`src/rtl/fetch_stage_pkg.sv`:
```
//------------------------------------------------------------------------------
// fetch_stage_pkg : opcode constants and FSM state encoding for the fetch stage.
// Optional build macro: FETCH_ALIGN_CHECK_EN (adds the ERR state).
// Revision: 1.0
//------------------------------------------------------------------------------
`default_nettype none

package fetch_stage_pkg;

  localparam logic [4:0]  c_OP_HALT   = 5'b00000;
  localparam logic [15:0] c_NOP_INSTR = 16'h0800;

  typedef enum logic [2:0] {
    ST_REQ       = 3'd0,
    ST_STALL     = 3'd1,
    ST_DRAIN     = 3'd2,
    ST_HALT_PEND = 3'd3,
    ST_HALTED    = 3'd4
`ifdef FETCH_ALIGN_CHECK_EN
    , ST_ERR     = 3'd5
`endif
  } fetch_state_e;

  function automatic logic is_halt(input logic [4:0] i_opcode);
    return i_opcode == c_OP_HALT;
  endfunction

endpackage

`default_nettype wire

```
`src/rtl/fetch_stage_out_buf.sv`:
```
//------------------------------------------------------------------------------
// fetch_out_buf : 1-entry valid/ready holding register between fetch and decode.
// Revision: 1.0
//------------------------------------------------------------------------------
`default_nettype none

module fetch_out_buf #(
  parameter int                  PC_W        = 16,
  parameter int                  INSTR_W     = 16,
  parameter logic [INSTR_W-1:0]  RESET_INSTR = '0
) (
  input  logic               clk,
  input  logic               rst,
  input  logic               i_flush,
  input  logic               i_load,
  input  logic [INSTR_W-1:0] i_instr,
  input  logic [PC_W-1:0]    i_pc_inc,
  input  logic               i_ready,
  output logic               o_valid,
  output logic [INSTR_W-1:0] o_instr,
  output logic [PC_W-1:0]    o_pc_inc,
  output logic               o_fire
);

  logic               r_valid;
  logic [INSTR_W-1:0] r_instr;
  logic [PC_W-1:0]    r_pc_inc;

  // A flush wins over a simultaneous ready: the entry is dropped, not handed over.
  assign o_fire = r_valid & i_ready & ~i_flush;

  always_ff @(posedge clk) begin
    if (rst) begin
      r_valid  <= 1'b0;
      r_instr  <= RESET_INSTR;
      r_pc_inc <= '0;
    end else begin
      if (i_flush)
        r_valid <= 1'b0;
      else if (i_load)
        r_valid <= 1'b1;
      else if (o_fire)
        r_valid <= 1'b0;

      if (i_load && !i_flush) begin
        r_instr  <= i_instr;
        r_pc_inc <= i_pc_inc;
      end
    end
  end

  assign o_valid  = r_valid;
  assign o_instr  = r_instr;
  assign o_pc_inc = r_pc_inc;

endmodule

`default_nettype wire

```
`src/rtl/fetch_stage.sv`:
```
//------------------------------------------------------------------------------
// fetch_stage : PC, single-outstanding imem request FSM, redirect/HALT handling.
// Optional build macro: FETCH_ALIGN_CHECK_EN (misaligned redirect -> ERR, if_err).
// Revision: 1.0
//------------------------------------------------------------------------------
`default_nettype none

module fetch_stage
  import fetch_stage_pkg::*;
#(
  parameter int             PC_W     = 16,
  parameter int             INSTR_W  = 16,
  parameter logic [PC_W-1:0] RESET_PC = '0
) (
  input  logic               clk,
  input  logic               rst,
  output logic               imem_req,
  output logic [PC_W-1:0]    imem_addr,
  input  logic               imem_ack,
  input  logic [INSTR_W-1:0] imem_rdata,
  input  logic               redirect_valid,
  input  logic [PC_W-1:0]    redirect_pc,
  output logic               if_valid,
  input  logic               id_ready,
  output logic [INSTR_W-1:0] if_instr,
  output logic [PC_W-1:0]    if_pc_inc,
  output logic               halted,
  output logic               if_err
);

  fetch_state_e    r_state, w_state_nxt;
  logic [PC_W-1:0] r_pc, w_pc_nxt, w_pc_inc, w_redir_pc;
  logic [PC_W-1:0] r_drain_addr, w_addr;
  logic            w_req, w_ack, w_redirect, w_buf_free;
  logic            w_fire, w_load, w_drain_cap, w_pending;

  assign w_pc_inc   = r_pc + PC_W'(2);
  assign w_redirect = redirect_valid & (r_state != ST_HALTED);
  assign w_buf_free = ~if_valid | id_ready;

`ifdef FETCH_ALIGN_CHECK_EN
  logic r_err;
  assign w_redir_pc = redirect_pc;
  assign if_err     = r_err;

  always_ff @(posedge clk) begin
    if (rst)
      r_err <= 1'b0;
    else if (w_redirect)
      r_err <= redirect_pc[0];
  end
`else
  assign w_redir_pc = redirect_pc & ~PC_W'(1);
  assign if_err     = 1'b0;
`endif

  // A new request only goes out when the buffer can take its data.
  always_comb begin
    w_req  = 1'b0;
    w_addr = r_pc;
    case (r_state)
      ST_REQ:   w_req = w_buf_free;
      ST_DRAIN: begin
        w_req  = 1'b1;
        w_addr = r_drain_addr;
      end
      default: ;
    endcase
  end

  assign w_ack     = imem_ack & w_req;
  assign w_pending = w_req & ~w_ack;
  assign imem_req  = w_req & ~rst;
  assign imem_addr = w_addr;
  assign halted    = (r_state == ST_HALTED);

  always_comb begin
    w_state_nxt = r_state;
    w_pc_nxt    = r_pc;
    w_load      = 1'b0;
    w_drain_cap = 1'b0;
    if (w_redirect) begin
      w_pc_nxt = w_redir_pc;
      if (w_pending) begin
        w_state_nxt = ST_DRAIN;
        w_drain_cap = (r_state != ST_DRAIN);
      end else begin
        w_state_nxt = ST_REQ;
`ifdef FETCH_ALIGN_CHECK_EN
        if (redirect_pc[0])
          w_state_nxt = ST_ERR;
`endif
      end
    end else begin
      case (r_state)
        ST_REQ: begin
          if (w_ack) begin
            w_load      = 1'b1;
            w_pc_nxt    = w_pc_inc;
            w_state_nxt = is_halt(imem_rdata[INSTR_W-1 -: 5]) ? ST_HALT_PEND : ST_REQ;
          end else if (!w_buf_free) begin
            w_state_nxt = ST_STALL;
          end
        end
        ST_STALL:
          if (w_buf_free) w_state_nxt = ST_REQ;
        ST_DRAIN: begin
          if (w_ack) begin
`ifdef FETCH_ALIGN_CHECK_EN
            w_state_nxt = r_err ? ST_ERR : ST_REQ;
`else
            w_state_nxt = ST_REQ;
`endif
          end
        end
        ST_HALT_PEND:
          if (w_fire) w_state_nxt = ST_HALTED;
        default: ;
      endcase
    end
  end

  always_ff @(posedge clk) begin
    if (rst) begin
      r_state      <= ST_REQ;
      r_pc         <= RESET_PC;
      r_drain_addr <= '0;
    end else begin
      r_state <= w_state_nxt;
      r_pc    <= w_pc_nxt;
      if (w_drain_cap)
        r_drain_addr <= w_addr;
    end
  end

  fetch_out_buf #(
    .PC_W        (PC_W),
    .INSTR_W     (INSTR_W),
    .RESET_INSTR (INSTR_W'(c_NOP_INSTR))
  ) u_out_buf (
    .clk      (clk),
    .rst      (rst),
    .i_flush  (w_redirect),
    .i_load   (w_load),
    .i_instr  (imem_rdata),
    .i_pc_inc (w_pc_inc),
    .i_ready  (id_ready),
    .o_valid  (if_valid),
    .o_instr  (if_instr),
    .o_pc_inc (if_pc_inc),
    .o_fire   (w_fire)
  );

endmodule

`default_nettype wire

```
`config.mk`:
```
export PLATFORM = sky130hd
export DESIGN_NAME = fetch_stage
export DESIGN_NICKNAME = d
export VERILOG_FILES = /design/src/rtl/fetch_stage_pkg.sv /design/src/rtl/fetch_stage_out_buf.sv /design/src/rtl/fetch_stage.sv
export SDC_FILE = /design/constraint.sdc
export NUM_CORES = 1
export LEC_CHECK = 0
export BUFFER_PORTS_ARGS = -buffer_cell sky130_fd_sc_hd__buf_2
export CORE_MARGIN = 5
export CORE_UTILIZATION = 55
export CTS_CLUSTER_DIAMETER = 100
export DETAILED_ROUTE_END_ITERATION = 7
export GPL_ROUTABILITY_DRIVEN = 0
export GPL_TIMING_DRIVEN = 0
export PLACE_DENSITY = 0.83
export SYNTH_ARGS = -nofsm -noshare
export SYNTH_HDL_FRONTEND = slang
export SYNTH_SLANG_ARGS = --single-unit
```
`constraint.sdc`:
```
create_clock -name clk -period 4.64 [get_ports clk]
set_input_delay 0.928 -clock clk [delete_from_list [all_inputs] [get_ports clk]]
set_output_delay 0.928 -clock clk [all_outputs]
set_load 0.02 [all_outputs]
```
== Word-level counts from Yosys, hierarchy flattened ==
Cells that the tools add are included.
Storage, ports and cells
  register bits: 68
  logic and storage cells: 62
  bits of input ports: 37
  output and inout port bits: 52
Cells by class
  add/sub/neg operators: 1
  equality and inequality tests: 10
  muxes and demuxes: 21
  bitwise logic cells: 11
  reduce and logical (&&, ||, !) cells: 12
Operator list (count)
  two-way mux 16 bit: 4
  two-way mux 3 bit: 6
  adder 16 x 2 -> 16 bit, second input constant: 1
  case mux 3 bit (4 select lines): 1
  != test 3 x 2 -> 1 bit, second input constant: 3
  two-way mux 1 bit: 7
  bitwise AND 1 bit: 6
  == test 3 x 2 -> 1 bit, second input constant: 2
  nonzero test 2 bit: 3
  zero test 5 bit: 1
  AND reduction 5 bit: 1
  nonzero test 5 bit: 1
  two-way mux 2 bit: 2
  != test 4 x 3 -> 1 bit, second input constant: 1
  NOT 1 bit: 4
  AND reduction 2 bit: 2
  == test 3 x 1 -> 1 bit, second input constant: 1
  == test 3 bit, second input constant: 1
  zero test 3 bit: 1
  != test 3 x 1 -> 1 bit, second input constant: 1
  != test 3 bit, second input constant: 1
  case mux 1 bit (2 select lines): 1
  OR reduction 2 bit: 1
  logical AND 1 bit: 1
  2 further kinds: 2

== Longest topological paths before layout ==
  word-level depth: 8
  mapped depth: 7
  mapped depth without buffers: 5

== Modules after synthesis ==
From an unflattened synthesis, not the netlist that was laid out.
Second synthesis, totals
  cells, all modules: 380
  area total of the unflattened synthesis: 3719.8 um2
Modules (own cells, without submodules)
  fetch_stage: area each 2075.7 um2, sequential area each 680.7 um2, cells each 229, times used 1
  fetch_out_buf: area each 1644.1 um2, sequential area each 660.6 um2, cells each 151, times used 1

== Worst setup path after synthesis ==
Ideal clock, no wire load.
  path type: input-to-output
  from: in id_ready
  to: out imem_req
  path buffers: 1
  stages: 4
  data arrival time: 1.758 ns
  path slack: 1.954 ns
  required time: 3.712 ns
  path through: nor3b_1 > or3_1 > clkbuf_1 > nor2_1
Between the ends
  word-level cells in the longest chain between the ends: 3
Ends and longest elaborated chain
  from (decl): RTL line fetch_stage.sv:24  | input logic id_ready,
  bitwise OR 1 bit: RTL line fetch_stage.sv:39  | assign w_buf_free = ~if_valid | id_ready;
  case mux 1 bit (2 select lines): RTL line fetch_stage.sv:61  | case (r_state)
  bitwise AND 1 bit: RTL line fetch_stage.sv:73  | assign imem_req = w_req & ~rst;
  to (decl): RTL line fetch_stage.sv:17  | output logic imem_req,
No other way between the ends.

== Worst setup path after layout ==
  from: reg r_state[2]
  to: out imem_addr[4]
Between the ends
  word-level cells in the longest chain between the ends: 2
Ends and longest elaborated chain
  from (decl): RTL line fetch_stage.sv:31  | fetch_state_e r_state, w_state_nxt;
  from (signal assigned): RTL line fetch_stage.sv:129  | r_state <= w_state_nxt;
  == test 3 x 2 -> 1 bit: RTL line fetch_stage.sv:61
  two-way mux 16 bit: RTL line fetch_stage.sv:61
  to (decl): RTL line fetch_stage.sv:18  | output logic [PC_W-1:0] imem_addr,
No other way between the ends.

==> out/metrics.yaml <==
routing:
  drt_pre_antenna_iters: 5
  vias_per_cell: 5.826
  drcViolationCount: 0
  wirelength_um: 9189
  routedWlPerCell_um: 16.35
  vias: 3274
  antenna_left: 0
  drtIter0Drc: 255
setup_path:
  rrSetupSlack_ns: 2.55
  path_cells: "buf_2 > nor3b_1 > buf_2 > clkbuf_1 > mux2_2 > buf_2"
  startpoint_type: "register"
  cp.arrival_ns: 2.36
  crit_path_top_delay_cell: "clkbuf_1"
  critical_path_class: "register to output port"
  cpLargestDelayFamily: "buffers and inverters"
  cpMostUsedCell: "buf_2"
  critPathBufInv: 4
  path_max_fanout: 10
  critPathCaptureType: "output port"
  cpPeakStageDelay_ns: 0.43
  worstPathRequired_ns: 3.71
global_routing:
  antenna_found_initial: 0
  grt_overflow: 0
  grt_use_total_pct: 24.78
  grt_max_degree: 11
  grt_pass1_wl_um: 14880
  grt_pass1_vias: 3163
power:
  leakagePower_nw: 1.647
  irDropWorstVdd_mv: 0.2328
  pwr_density_cell_mw_per_mm2: 356.6
finish:
  layout.nets: 524
  diodes: 0
  syn2layout_area_growth_pct: 22.90
  drive_gt1_share_pct: 28.78
  n_fill_cell: 477
flow_run:
  maxCapViolCount: 0
clocking:
  cts.path.max_buffers: 2
  worstSkewPairLatency_ns: 0.34
  cts.htree.levels: 3
  postCtsSetupBuffers: 0
  cts_sinks: 66
  clkTransAtPathRegs_ns: 0.07
  cts_resized: 0
  cts_hold_buffers: 0
  cts.root.buffer_cell: "clkbuf_8"
  cts_tree: "done"
  cts_inserted_buffers: 9
logic_synthesis:
  synth_warnings: 0
  ys_seq_area_share_pct: 40.99
  syn_area_per_cell_um2: 8.286
  synthDistinctLibCells: 50
  async_flop_share_pct: 0
  netlist_instances: 389
  syn_area_mm2: 0.003223
  synth-seq-cells: 66
  synth-edff-count: 0
  synthFlopType: "dfxtp_1"
timing:
  setup_violations: 0
  worst_pin_slew_ns: 0.7922
  period_minus_slack_ns: 3.293
  slew_violations: 0
  setup_slack_ns: 1.347
  relSlewSlack_pct: 47.13
  hold_viol_final: 0
  rsz0062_at_grt: "no"
  fin_crit_sh_pct: 70.97
  fin_skew_ns: 0.007971
  fmax_mhz: 303.7
  setup_tns_ns: 0
floorplan:
  core_mm2: 0.005608
  io_pins: 89
  start_util_pct: 57.47
  die_h_um: 86.55
  die-area_mm2: 0.007491
  rows: 27
  die_x_um: 86.55
outcome:
  run_status: "finished, final reports clean"
place:
  post-dp-hpwl_um: 6704
  io_buffers: 85
  dp_slack_ns: 1.622
worst_hold_path:
  min_path_type: "register to register"
synthesized netlist by cell type, types with 3 or more instances:
cell type / count / area share [%]
a211oi_1: 15 / 3.5
a21oi_1: 43 / 6.7
a311oi_1: 5 / 1.4
and4_1: 3 / 0.82
buf_2: 13 / 2.0
clkbuf_1: 19 / 2.2
dfxtp_1: 66 / 41
inv_1: 5 / 0.58
mux2_2: 13 / 4.5
nand2_1: 44 / 5.1
nand3_1: 25 / 3.9
nor2_1: 25 / 2.9
nor3_1: 6 / 0.93
nor4_1: 6 / 1.2
o21ai_0: 32 / 5.0
or3_1: 8 / 1.6
xnor2_1: 11 / 3.0
xor2_1: 7 / 1.9
power by group:
part           switching (mW)  internal, mW
logic                   0.155        0.0881
clock network           0.215         0.330
registers              0.0259         0.599
total                   0.396          1.02
per-stage QoR:
step | power [mW] | hold slack (ns) | instances | area, um^2 | util, %
5_1_grt | 1.461 | 0.4740 | 562 | 3961 | 70.64
3_5_place_dp | 0.8765 | 0.4437 | 547 | 3742 | 66.73
4_1_cts | 1.408 | 0.4534 | 562 | 3961 | 70.64
3_3_place_gp | 0.8687 | 0.4390 | 547 | 3742 | 66.73
2_1_floorplan | 0.7925 | 0.4403 | 390 | 3227 | -
6_report | 1.412 | 0.4531 | 562 | 3961 | 70.64
final timing paths:
check	from	to	cells after the start
max	r_state[2]	imem_addr[4]	6
min reg2reg	u_out_buf.o_instr[9]	u_out_buf.o_instr[9]	2
min	u_out_buf.o_instr[9]	u_out_buf.o_instr[9]	2
max reg2reg	r_state[0]	r_pc[6]	5
worst reg2reg max path, cell delays in order, from the launching register on:
cell and delay [ns]:
dfxtp_1 0.34, buf_2 0.19, nor4b_4 0.45, nand2_1 0.31
or3_1 0.41, a311oi_1 0.29
cell usage in the layout (no fill, tap or decap), types with 5 or more instances in the layout:
cell type,Yosys,routed
clkbuf_8,0,11
a211oi_1,15,15
nor4_1,6,6
o21ai_0,32,32
xor2_1,7,7
mux2_2,13,13
nand2_1,44,44
a21oi_1,43,43
clkbuf_1,19,21
nand3_1,25,25
xnor2_1,11,11
inv_1,5,5
nor2_1,25,25
a311oi_1,5,5
buf_2,13,98
nor3_1,6,6
dfxtp_1,66,66
or3_1,8,8
cell families after synthesis:
group / synth area share, %
and+or+nand+nor: 23.56
AOI/OAI and AO/OA: 19.84
DFF: 40.99
buffers and inverters: 5.667
xor gates and xnor gates: 4.891
muxes: 4.542
adders and majority gates: 0.3881
other: 0.1163
routing by layer:
layer  track usage (%)  vias up  part of all wire, %
li1                  -     1575                    -
met1             31.07     1526                   42
met2             42.21      156                   49
met3             3.802       17                  8.0
met4             10.34        0                  1.6
met5                 0        -                    0
registers in the layout (all words and copies together), names as in the netlist:
name and cells:
r_state 3, r_pc 15, u_out_buf.o_pc_inc 15, u_out_buf.o_valid 1, r_drain_addr 16, u_out_buf.o_instr 16
layout make-up:
class                           instances  area [um^2]  area share [%]
Buffer                                 36        160.2           4.043
Clock buffer                           13        158.9           4.011
Clock inverter                          2        60.06           1.516
Inverter                                6        22.52          0.5685
Multi-Input combinational cell        282         1723           43.49
Sequential cell                        66         1321           33.35
Tap cell                               72        90.09           2.274
Timing Repair Buffer                   85        425.4           10.74
Power figures use the tool's default switching activity.
